$ cat config.mk
export PLATFORM = sky130hd
export DESIGN_NAME = multicycle_controller
export DESIGN_NICKNAME = d
export VERILOG_FILES = /design/src/rtl/mc_pkg.sv /design/src/rtl/ALU_decoder.sv /design/src/rtl/multicycle_controller.sv
export SDC_FILE = /design/constraint.sdc
export NUM_CORES = 1
export LEC_CHECK = 0
export BUFFER_PORTS_ARGS = -buffer_cell sky130_fd_sc_hd__buf_2
export CAP_MARGIN = 20
export CORE_UTILIZATION = 43
export DETAILED_ROUTE_END_ITERATION = 8
export MAX_ROUTING_LAYER = met4
export PLACE_DENSITY = 0.78
export SYNTH_ARGS = -nofsm -noshare
export SYNTH_HDL_FRONTEND = slang
export SYNTH_SLANG_ARGS = --single-unit
$ cat constraint.sdc
create_clock -name clk -period 1.55 [get_ports clk]
set_clock_uncertainty 0.05 [all_clocks]
set_input_delay 0.0775 -clock clk [delete_from_list [all_inputs] [get_ports clk]]
set_output_delay 0.0775 -clock clk [all_outputs]
set_load 0.005 [all_outputs]
$ cat src/rtl/mc_pkg.sv
// Shared encodings for the multicycle controller: state numbering, opcodes,
// ALUOp classes and ALU control codes.
package mc_pkg;

  localparam int unsigned NUM_STATES = 12;

  typedef enum logic [3:0] {
    FETCH  = 4'd0,
    DECODE = 4'd1,
    MEMADR = 4'd2,
    MEMRD  = 4'd3,
    MEMWB  = 4'd4,
    MEMWR  = 4'd5,
    EXEC   = 4'd6,
    ALUWB  = 4'd7,
    BRANCH = 4'd8,
    ADDIEX = 4'd9,
    ADDIWB = 4'd10,
    JUMP   = 4'd11
  } state_e;

  typedef enum logic [1:0] {
    ALUOP_ADD   = 2'b00,
    ALUOP_SUB   = 2'b01,
    ALUOP_FUNCT = 2'b10
  } alu_op_e;

  localparam logic [5:0] OP_RTYPE = 6'b000000;
  localparam logic [5:0] OP_LW    = 6'b100011;
  localparam logic [5:0] OP_SW    = 6'b101011;
  localparam logic [5:0] OP_BEQ   = 6'b000100;
  localparam logic [5:0] OP_ADDI  = 6'b001000;
  localparam logic [5:0] OP_J     = 6'b000010;

  localparam logic [5:0] FUNCT_ADD = 6'b100000;
  localparam logic [5:0] FUNCT_SUB = 6'b100010;
  localparam logic [5:0] FUNCT_AND = 6'b100100;
  localparam logic [5:0] FUNCT_OR  = 6'b100101;
  localparam logic [5:0] FUNCT_SLT = 6'b101010;

  localparam logic [2:0] ALUC_AND = 3'b000;
  localparam logic [2:0] ALUC_OR  = 3'b001;
  localparam logic [2:0] ALUC_ADD = 3'b010;
  localparam logic [2:0] ALUC_SUB = 3'b110;
  localparam logic [2:0] ALUC_SLT = 3'b111;

endpackage

$ cat src/rtl/ALU_decoder.sv
// ALU operation select from the controller's ALUOp class and the instruction
// function field.
module ALU_decoder
  import mc_pkg::*;
(
  input  logic [1:0] ALUOp,
  input  logic [5:0] Funct,
  output logic [2:0] ALUControl
);

  always_comb begin
    ALUControl = ALUC_AND;
    case (ALUOp)
      ALUOP_ADD: ALUControl = ALUC_ADD;
      ALUOP_SUB: ALUControl = ALUC_SUB;
      ALUOP_FUNCT: begin
        case (Funct)
          FUNCT_ADD: ALUControl = ALUC_ADD;
          FUNCT_SUB: ALUControl = ALUC_SUB;
          FUNCT_AND: ALUControl = ALUC_AND;
          FUNCT_OR:  ALUControl = ALUC_OR;
          FUNCT_SLT: ALUControl = ALUC_SLT;
          default:   ALUControl = ALUC_AND;
        endcase
      end
      default: ALUControl = ALUC_AND;
    endcase
  end

endmodule

$ cat src/rtl/multicycle_controller.sv
// Multicycle MIPS-style control unit: state register plus combinational
// output decode of state, opcode, Zero and the memory handshake.
module multicycle_controller
  import mc_pkg::*;
#(
  parameter int unsigned STATE_W = 4
) (
  input  logic               clk,
  input  logic               rst_n,
  input  logic [5:0]         Op,
  input  logic [5:0]         Funct,
  input  logic               Zero,
  input  logic               mem_ready,
  output logic               IorD,
  output logic               MemWrite,
  output logic               MemRead,
  output logic               IRWrite,
  output logic               RegDst,
  output logic               MemtoReg,
  output logic               RegWrite,
  output logic               ALUSrcA,
  output logic               PCEn,
  output logic               illegal_op,
  output logic [1:0]         ALUSrcB,
  output logic [1:0]         PCSrc,
  output logic [2:0]         ALUControl,
  output logic [STATE_W-1:0] state_o
);

  if (STATE_W < 4) begin : g_state_w_check
    $error("multicycle_controller: STATE_W must be at least 4");
  end

  logic [STATE_W-1:0] state_q;
  state_e             state_d;
  state_e             st;
  logic               state_valid;
  alu_op_e            alu_op;
  logic [2:0]         alu_ctrl;

  always_ff @(posedge clk) begin
    if (!rst_n) state_q <= STATE_W'(FETCH);
    else        state_q <= STATE_W'(state_d);
  end

  always_comb begin
    state_valid = (state_q < STATE_W'(NUM_STATES));
    st          = state_e'(state_q[3:0]);
    state_d     = FETCH;
    alu_op      = ALUOP_ADD;
    IorD        = 1'b0;
    MemWrite    = 1'b0;
    MemRead     = 1'b0;
    IRWrite     = 1'b0;
    RegDst      = 1'b0;
    MemtoReg    = 1'b0;
    RegWrite    = 1'b0;
    ALUSrcA     = 1'b0;
    PCEn        = 1'b0;
    illegal_op  = 1'b0;
    ALUSrcB     = 2'b00;
    PCSrc       = 2'b00;
    if (state_valid) begin
      case (st)
        FETCH: begin
          MemRead = 1'b1;
          ALUSrcB = 2'b01;
          IRWrite = mem_ready;
          PCEn    = mem_ready;
          state_d = mem_ready ? DECODE : FETCH;
        end
        DECODE: begin
          ALUSrcB = 2'b11;
          case (Op)
            OP_LW, OP_SW: state_d = MEMADR;
            OP_RTYPE:     state_d = EXEC;
            OP_BEQ:       state_d = BRANCH;
            OP_ADDI:      state_d = ADDIEX;
            OP_J:         state_d = JUMP;
            default: begin
              state_d    = FETCH;
              illegal_op = 1'b1;
            end
          endcase
        end
        MEMADR: begin
          ALUSrcA = 1'b1;
          ALUSrcB = 2'b10;
          state_d = (Op == OP_LW) ? MEMRD : MEMWR;
        end
        MEMRD: begin
          IorD    = 1'b1;
          MemRead = 1'b1;
          state_d = mem_ready ? MEMWB : MEMRD;
        end
        MEMWB: begin
          MemtoReg = 1'b1;
          RegWrite = 1'b1;
        end
        MEMWR: begin
          IorD     = 1'b1;
          MemWrite = 1'b1;
          state_d  = mem_ready ? FETCH : MEMWR;
        end
        EXEC: begin
          ALUSrcA = 1'b1;
          alu_op  = ALUOP_FUNCT;
          state_d = ALUWB;
        end
        ALUWB: begin
          RegDst   = 1'b1;
          RegWrite = 1'b1;
        end
        BRANCH: begin
          ALUSrcA = 1'b1;
          alu_op  = ALUOP_SUB;
          PCSrc   = 2'b01;
          PCEn    = Zero;
        end
        ADDIEX: begin
          ALUSrcA = 1'b1;
          ALUSrcB = 2'b10;
          state_d = ADDIWB;
        end
        ADDIWB: RegWrite = 1'b1;
        JUMP: begin
          PCSrc = 2'b10;
          PCEn  = 1'b1;
        end
        default: state_d = FETCH;
      endcase
    end
    // Reset is synchronous, so the register may still hold an old state during
    // the first reset cycle; the outputs are masked directly instead.
    if (!rst_n) begin
      IorD       = 1'b0;
      MemWrite   = 1'b0;
      MemRead    = 1'b0;
      IRWrite    = 1'b0;
      RegDst     = 1'b0;
      MemtoReg   = 1'b0;
      RegWrite   = 1'b0;
      ALUSrcA    = 1'b0;
      PCEn       = 1'b0;
      illegal_op = 1'b0;
      ALUSrcB    = 2'b00;
      PCSrc      = 2'b00;
    end
  end

  ALU_decoder u_alu_decoder (
    .ALUOp      (alu_op),
    .Funct      (Funct),
    .ALUControl (alu_ctrl)
  );

  assign ALUControl = (rst_n && state_valid) ? alu_ctrl : '0;
  assign state_o    = rst_n ? state_q : STATE_W'(FETCH);

endmodule

==> results of run 1 <==
[kinds of logic after synthesis]
family	after synthesis	synth area share [%]
AOI/OAI and AO/OA	29	28.0
xor gates and xnor gates	3	3.97
buffers and inverters	14	9.64
DFF	4	12.1
muxes	1	1.51
and+or+nand+nor	51	44.8
[metrics by stage]
step           hold WS, ps  util, %
2_1_floorplan          209        -
3_3_place_gp           377     64.4
3_5_place_dp           386     64.4
4_1_cts                140     67.1
6_report               142     71.2
5_1_grt                156     71.2
[cell usage after synthesis (2+ instances only)]
master    number  area, sq um
a32oi_1        2         17.5
inv_1          5         18.8
and2_1         4         25.0
nor3_1         8         40.0
nor2_1         8         30.0
nand2_1        6         22.5
nand3b_1       3         22.5
o31ai_1        2         15.0
buf_2          4         20.0
nand3_1        3         15.0
a21oi_1        8         40.0
xnor2_1        2         17.5
a31oi_1        2         12.5
nand2b_1       5         31.3
dfxtp_1        4         80.1
clkbuf_2       2         10.0
nor4_1         4         25.0
nor2b_1        2         12.5
o21ai_0        7         35.0
[metal layers]
metal,vias up,part of all wire [%]
li1,456,-
met1,395,44
met2,38,48
met3,6,5.0
met4,0,3.4
met5,-,0
[final cells by class]
class / instances / area share, %
multi-input combinational: 84 / 58.6
timing repair buffer: 44 / 25.5
sequential: 4 / 9.27
inverter: 6 / 2.45
clock buffer: 3 / 2.32
tap: 15 / 1.93
[timing repair]
action | CTS | global route
pin swaps | 0 | 2
setup endpoints to repair | 7 | 9
gates resized for setup | 6 | 13
[cells in the final DEF (no fill, tap or decap), types with 2 or more instances in the layout]
cell type,count
nand3_1,2
o21ai_0,7
xnor2_1,2
nor4_1,3
nand2b_1,3
clkbuf_4,3
nor3_1,6
nor2b_1,2
nand2_1,6
nor2_1,7
and2_1,4
dfxtp_2,2
nor2_4,2
a31oi_1,2
nand3b_1,3
o31ai_1,2
buf_4,6
buf_2,36
a32oi_1,2
a21oi_1,8
nand2b_4,2
nor3_2,2
dfxtp_4,2
inv_1,4
buf_6,2
[worst paths after layout]
check,start,end,slack (ps),depth (start not counted)
max,st[2],RegWrite,-5,6
min,Op[5],st[0],140,4
max reg2reg,st[3],st[0],120,4
min reg2reg,st[0],st[1],580,2
[worst max-delay path: stages, from the launching register on]
cell,delay (ps)
dfxtp_2,340
buf_6,150
nand2b_4,160
o21ai_0,210
a22oi_1,110
nor2b_1,110
buf_2,110
[report_power, final]
group / leakage [nW] / internal, W / total, W / switching [W]
clock network: 0.0138 / 0.0000868 / 0.000133 / 0.0000464
registers: 0.0349 / 0.000103 / 0.000108 / 0.00000464
logic: 0.374 / 0.0000584 / 0.000125 / 0.0000669
total: 0.423 / 0.000248 / 0.000366 / 0.000118
==> out/results.tsv, run 1 <==
metric	value	unit
status	finished, violations left	
violations	setup timing	
hold_viol	0	
critPathMaxFanout	9	
multi_input_area	569	sq um
synth_edf_count	0	
yosys_warnings	0	
period_minus_slack	1550	ps
grt_max_degree	14	
gp_congestion	0.892	
power	0.000366	W
critical_path.startpoint_type	flip-flop	
placementRows	13	
clk_latency	240	ps
grt_use_met3	1.63	%
powerDensity	377	mW/mm^2
tightest_slew	495	ps
die_h	41.2	microns
period_share	100	%
dr.pass1.iters	4	
slew_headroom	66.5	%
fp.dieW	41.2	microns
core_area	0.00137	sq mm
place_hpwl	1540	microns
grt_pass1_wl	3220	microns
io_buffers	36	
synth_area	662	sq um
largest_reg_flops	4	
grt_pass1_vias	757	
finalMaxSlewViolations	0	
tns	-4.67	ps
yosys_register_bits	4	
clkSinkCount	4	
total_leakage_power	0.423	nW
routedWlPerCell	13.2	microns
crit_type	flip-flop to output port	
busiest_layer	met2	
gr-usage-met1	35.3	%
cts_tree	built	
seq_area	90.1	sq um
drcViolationCount	0	
synth_area_per_cell	6.49	sq um
setup_ws	-4.67	ps
syn_nets	118	
drt_iter0_drc	21	
setup_violations	1	
dpl.cell_count	153	
clkSlewWorstSetupHoldPaths	30	ps
stdcell_area	972	sq um
syn2layout_area_growth	46.9	%
ioPinCount	37	
syn_inst	102	
cts_root_buf	clkbuf_4	
synthFlopType	dfxtp_1	
initial_core_util	48.4	%
drt_wl_total	2060	microns
numCtsBuffers	3	
die-area	0.00170	sq mm
cp.required	1420	ps
place_ws	128	ps
post_cts_buffers	0	
drive_gt1_share	46.1	%
rsz0062_at_grt	true	
grt_usage	29.0	%
maxCapViolCount	0	
grt_overflow	0	
antenna_found_initial	0	
vias_per_cell	5.74	
end_kind	output port	
cts_hold_buf	0	
ir_worst_vdd	0.302	mV
seq_area_frac_synth	12.1	%
fillers	124	
nNetsFinal	159	
htreeDepth	1	
hold_class	primary input to flip-flop	
fmax	643	MHz
cp.arrival	1430	ps
dpl_cell_area	880	sq um
clockBufferDepth	2	
antennaDiodeCount	0	
stdcell_count	156	
num_vias	895	
antenna_left	0	
async_flop_share	0	%
synth_cell_type_count	40	
grtUsageMet2	48.8	%
Power figures use the tool's default switching activity.
==> inputs of run 2 (changes only) <==
Settings changed: ABC_CLOCK_PERIOD_IN_PS from default to 1550, GPL_TIMING_DRIVEN from default to 0.
==> run 2 against run 1 <==
The run now ends clean. Worst setup slack improved by 62 ps. Design area is 5.0% lower. Flip-flop and latch count unchanged. Routed wire length hardly changed. Critical path depth unchanged. Highest routed layer is now met3.
==> out/results.tsv, run 2 (synthesized netlist as in run 1, its figures left out) <==
metric	value	unit
status	finished, final reports clean	
fmax	670	MHz
drt_iter0_drc	16	
dpl_cell_area	856	sq um
cp.required	1420	ps
grt_overflow	0	
hold_class	primary input to flip-flop	
total_leakage_power	0.410	nW
slew_headroom	67.8	%
place_hpwl	1520	microns
critPathMaxFanout	10	
rsz0062_at_grt	true	
cp.arrival	1360	ps
drt_wl_total	2060	microns
fp.dieW	41.2	microns
drcViolationCount	0	
tightest_slew	476	ps
grt_max_degree	11	
maxCapViolCount	0	
gp_congestion	0.851	
clkSinkCount	4	
layout_commonest_cell	buf_2	
dr.pass1.iters	4	
cts_root_buf	clkbuf_4	
fillers	135	
multi_input_area	536	sq um
hold_viol	0	
drive_gt1_share	41.8	%
antenna_found_initial	0	
antennaDiodeCount	0	
pwr-share-clk	35.0	%
crit_type	flip-flop to output port	
cts_tree	built	
vias_per_cell	5.73	
initial_core_util	48.4	%
critical_path.max_stage_delay	370	ps
path_cells	buf_6 > inv_4 > nor3_2 > a31oi_1 > nor3b_1 > buf_2	
power_frac_comb	34.5	%
critical_path.startpoint_type	flip-flop	
power_frac_seq	30.6	%
powerDensity	381	mW/mm^2
finalMaxSlewViolations	0	
numCtsBuffers	3	
crit_family	flip-flops	
p_int	0.000245	W
post_cts_buffers	0	
antenna_left	0	
grt_pass1_wl	3000	microns
setup_violations	0	
syn2layout_area_growth	39.5	%
die-area	0.00170	sq mm
most-common-layout-cells	buf_2, a21oi_1, o21ai_0, nor3_1	
grt_pass1_vias	713	
clkSlewWorstSetupHoldPaths	40	ps
nNetsFinal	159	
core_area	0.00137	sq mm
power.switching	0.000106	W
routedWlPerCell	13.2	microns
largest_reg_flops	4	
clockBufferDepth	2	
placementRows	13	
ir_worst_vdd	0.272	mV
cp_slowest_cell	dfxtp_2	
die_h	41.2	microns
stdcell_area	923	sq um
end_kind	output port	
num_vias	894	
path_buf_inv	3	
htreeDepth	1	
switching_share	30.2	%
period_share	96.3	%
ioPinCount	37	
period_minus_slack	1490	ps
seq_area	83.8	sq um
clk_latency	230	ps
grt_usage	26.0	%
hold_ws	163	ps
io_buffers	35	
==> run 2: cell types whose count changed in the layout (fill, tap and decap cells not counted), moves of 2 or more <==
cell	before	now
clkbuf_2	0	2
buf_2	36	38
nor2_2	0	2
buf_4	6	0
dfxtp_4	2	0
==> run 2: area by class of cell <==
cell class | instances | share of cell area, %
tap | 15 | 2.03
sequential | 4 | 9.08
multi-input combinational | 84 | 58.0
clock buffer | 3 | 2.44
timing repair buffer | 36 | 19.5
inverter | 6 | 2.71
buffer | 8 | 6.23
==> run 2: tightest hold or removal path, stage by stage <==
cell and delay [ps]:
buf_2 120, nor3_1 70, nand2_2 70, a211oi_2 50
==> run 2: routing by layer <==
layer  global-route usage [%]  wire, microns  up-vias
met5                        -              0        -
met3                     1.09             89        0
met4                    0.806              0        0
met1                     33.1            936      410
li1                         -              -      451
met2                     47.3           1030       33
==> run 2: repair_timing <==
action,CTS,global route
gates cloned,0,1
gates resized for setup,5,10
setup endpoints to repair,9,7
hold buffers,0,0
pin swaps,0,0
==> run 2: worst paths after layout <==
| check | to | slack, ps | from | cells past startpoint |
|---|---|---|---|---|
| worst max-delay path | ALUControl[2] | 60 | st[2] | 6 |
| worst min-delay path | st[0] | 160 | Op[5] | 4 |
| worst max register to register | st[1] | 80 | st[3] | 5 |
| worst min register to register | st[0] | 620 | st[3] | 4 |
==> run 2: stage by stage <==
step | power [W] | setup slack (ps) | util, % | std cells | TNS (ps)
after global routing | 0.000380 | -15.2 | 67.6 | 156 | -15.2
after global placement | 0.000223 | -2.16 | 62.6 | 152 | -2.16
final | 0.000352 | 57.5 | 67.6 | 156 | 0
after CTS | 0.000352 | 0.619 | 65.3 | 155 | 0
after floorplan | 0.000175 | 251 | - | 102 | 0
after detailed placement | 0.000226 | 3.46 | 62.6 | 152 | 0
==> run 2: power groups by stage <==
stage           logic, W  clock network, W  registers [W]
3_3_place_gp    0.000114                 0       0.000109
4_1_cts         0.000118          0.000127       0.000107
6_report        0.000121          0.000123       0.000108
2_1_floorplan  0.0000665                 0       0.000108
5_1_grt         0.000135          0.000138       0.000107
3_5_place_dp    0.000118                 0       0.000109
==> inputs of run 3 (changes only) <==
Settings changed: CELL_PAD_IN_SITES_DETAIL_PLACEMENT from default to 1, CELL_PAD_IN_SITES_GLOBAL_PLACEMENT from default to 1, CORE_MARGIN from default to 4, CORE_UTILIZATION 43 to 28.
==> run 3 against run 2 <==
Hold slack barely moved. Flip-flop and latch count unchanged. Sequential power is essentially flat. Fmax fell by 1.4%. Global-route usage down 9.0 points. Sequential share of layout area decreased by 0.71 points. First-iteration DRC count up 31%. Combinational power increased by 7%. Clock power about the same. Design area up 8.5%. Worst setup slack got worse by 21 ps. Via count grew 6.2%.
==> out/results.tsv, run 3 (synthesized netlist as in run 1, its figures left out) <==
metric	value	unit
status	finished, final reports clean	
grt_usage	16.9	%
seq_area	83.8	sq um
rsz0062_at_grt	true	
fmax	661	MHz
total_leakage_power	0.443	nW
clockBufferDepth	2	
gp_congestion	0.792	
grt_pass1_vias	939	
ff2ff_setup_slack	130	ps
drive_gt1_share	45.2	%
routedWlPerCell	15.5	microns
path_cells	buf_6 > inv_8 > nor3_4 > a31oi_1 > nor3b_1 > buf_2	
die-area	0.00321	sq mm
setup_ws	36.7	ps
drcViolationCount	0	
place_hpwl	2050	microns
critPathMaxFanout	9	
drt_wl_total	2700	microns
multi_input_area	549	sq um
r2r-end	st[1]	
die_h	56.6	microns
finalMaxSlewViolations	0	
antenna_left	0	
powerDensity	362	mW/mm^2
layout_commonest_cell	buf_2	
grt_overflow	0	
r2r-start	st[3]	
grt_pass1_wl	4320	microns
ioPinCount	37	
syn2layout_area_growth	51.4	%
whs_path_depth	4	
period_minus_slack	1510	ps
vias_per_cell	5.45	
fp.dieW	56.6	microns
setup_violations	0	
cp.arrival	1390	ps
nNetsFinal	164	
hold_viol	0	
clk_latency	230	ps
largest_reg_flops	4	
critical_path.max_stage_delay	350	ps
antenna_found_initial	0	
most-common-layout-cells	buf_2, a21oi_1	
hold_start	Op[5]	
cp_slowest_cell	dfxtp_2	
end_kind	output port	
tightest_slew	462	ps
crit_type	flip-flop to output port	
num_vias	949	
numCtsBuffers	3	
fillers	312	
maxCapViolCount	0	
io_buffers	35	
period_share	97.6	%
hold_class	primary input to flip-flop	
finish.utilization	44.9	%
place_ws	-53.4	ps
initial_core_util	29.6	%
dpl.cell_count	165	
cts_tree	built	
drt_iter0_drc	21	
clkSinkCount	4	
cts_hold_buf	0	
stdcell_count	174	
slew_headroom	68.8	%
dr.pass1.iters	4	
clkSlewWorstSetupHoldPaths	40	ps
hold_ws	163	ps
ir_worst_vdd	0.379	mV
antennaDiodeCount	0	
r2r_cells	5	
critical_path.startpoint_type	flip-flop	
holdPathEnd	st[0]	
cts_root_buf	clkbuf_4	
core_area	0.00223	sq mm
htreeDepth	1	
grt_max_degree	11	
placementRows	17	
cp.required	1420	ps
-- run 3: changes by cell type in the layout (fill, tap and decap cells not counted), sizes merged --
cell | previous run | this run
buf | 41 | 46
-- run 3: layout make-up --
| type | instances | share of cell area, % |
|---|---|---|
| buffer | 8 | 5.99 |
| clock buffer | 3 | 2.25 |
| inverter | 6 | 3.00 |
| multi-input combinational | 84 | 54.8 |
| sequential | 4 | 8.36 |
| tap | 28 | 3.50 |
| timing repair buffer | 41 | 22.1 |
-- run 3: power by group --
part / leakage, nW / switching [W] / internal, W
sequential: 0.0340 / 0.00000197 / 0.000106
combinational: 0.395 / 0.0000732 / 0.0000564
clock: 0.0138 / 0.0000390 / 0.0000864
-- run 3: worst max-delay path, delay by kind of cell (launching register included) --
kind	cells	cell delay (ps)
flip-flops	1	350
AND/OR/NAND/NOR	2	390
AO/OA/AOI/OAI	1	100
buffers and inverters	3	320
-- run 3: how the worst max path moves through the flow --
| stage | to | slack [ps] | cells after the start | from |
|---|---|---|---|---|
| after floorplan | st[0] | 250 | 4 | st[2] |
| after global placement | ALUControl[2] | -50 | 6 | st[2] |
| after detailed placement | ALUControl[2] | -50 | 6 | st[2] |
| after CTS | ALUControl[2] | 0.06 | 6 | st[3] |
| after global routing | RegWrite | -20 | 7 | st[2] |
| final | ALUControl[2] | 40 | 6 | st[2] |
-- run 3: repair_timing --
action | in CTS | in global routing
setup buffers | 3 | 2
hold endpoints to repair | 0 | 0
gates cloned | 0 | 1
setup endpoints to repair | 11 | 8
resized for setup | 7 | 15
pin swaps | 0 | 4
-- run 3: through the flow --
stage | TNS (ps) | total power [W] | area, sq um
finish | 0 | 0.000363 | 1000
global route | -37.3 | 0.000396 | 1000
CTS | 0 | 0.000363 | 938
detailed placement | -53.4 | 0.000232 | 872
global placement | -53.4 | 0.000227 | 872
floorplan | 0 | 0.000175 | 662
-- run 3: routing by layer --
layer | global-route usage (%) | part of all wire, %
met1 | 18.1 | 41
met4 | 2.03 | 0
met5 | - | 0
met3 | 5.29 | 5.0
met2 | 31.2 | 54
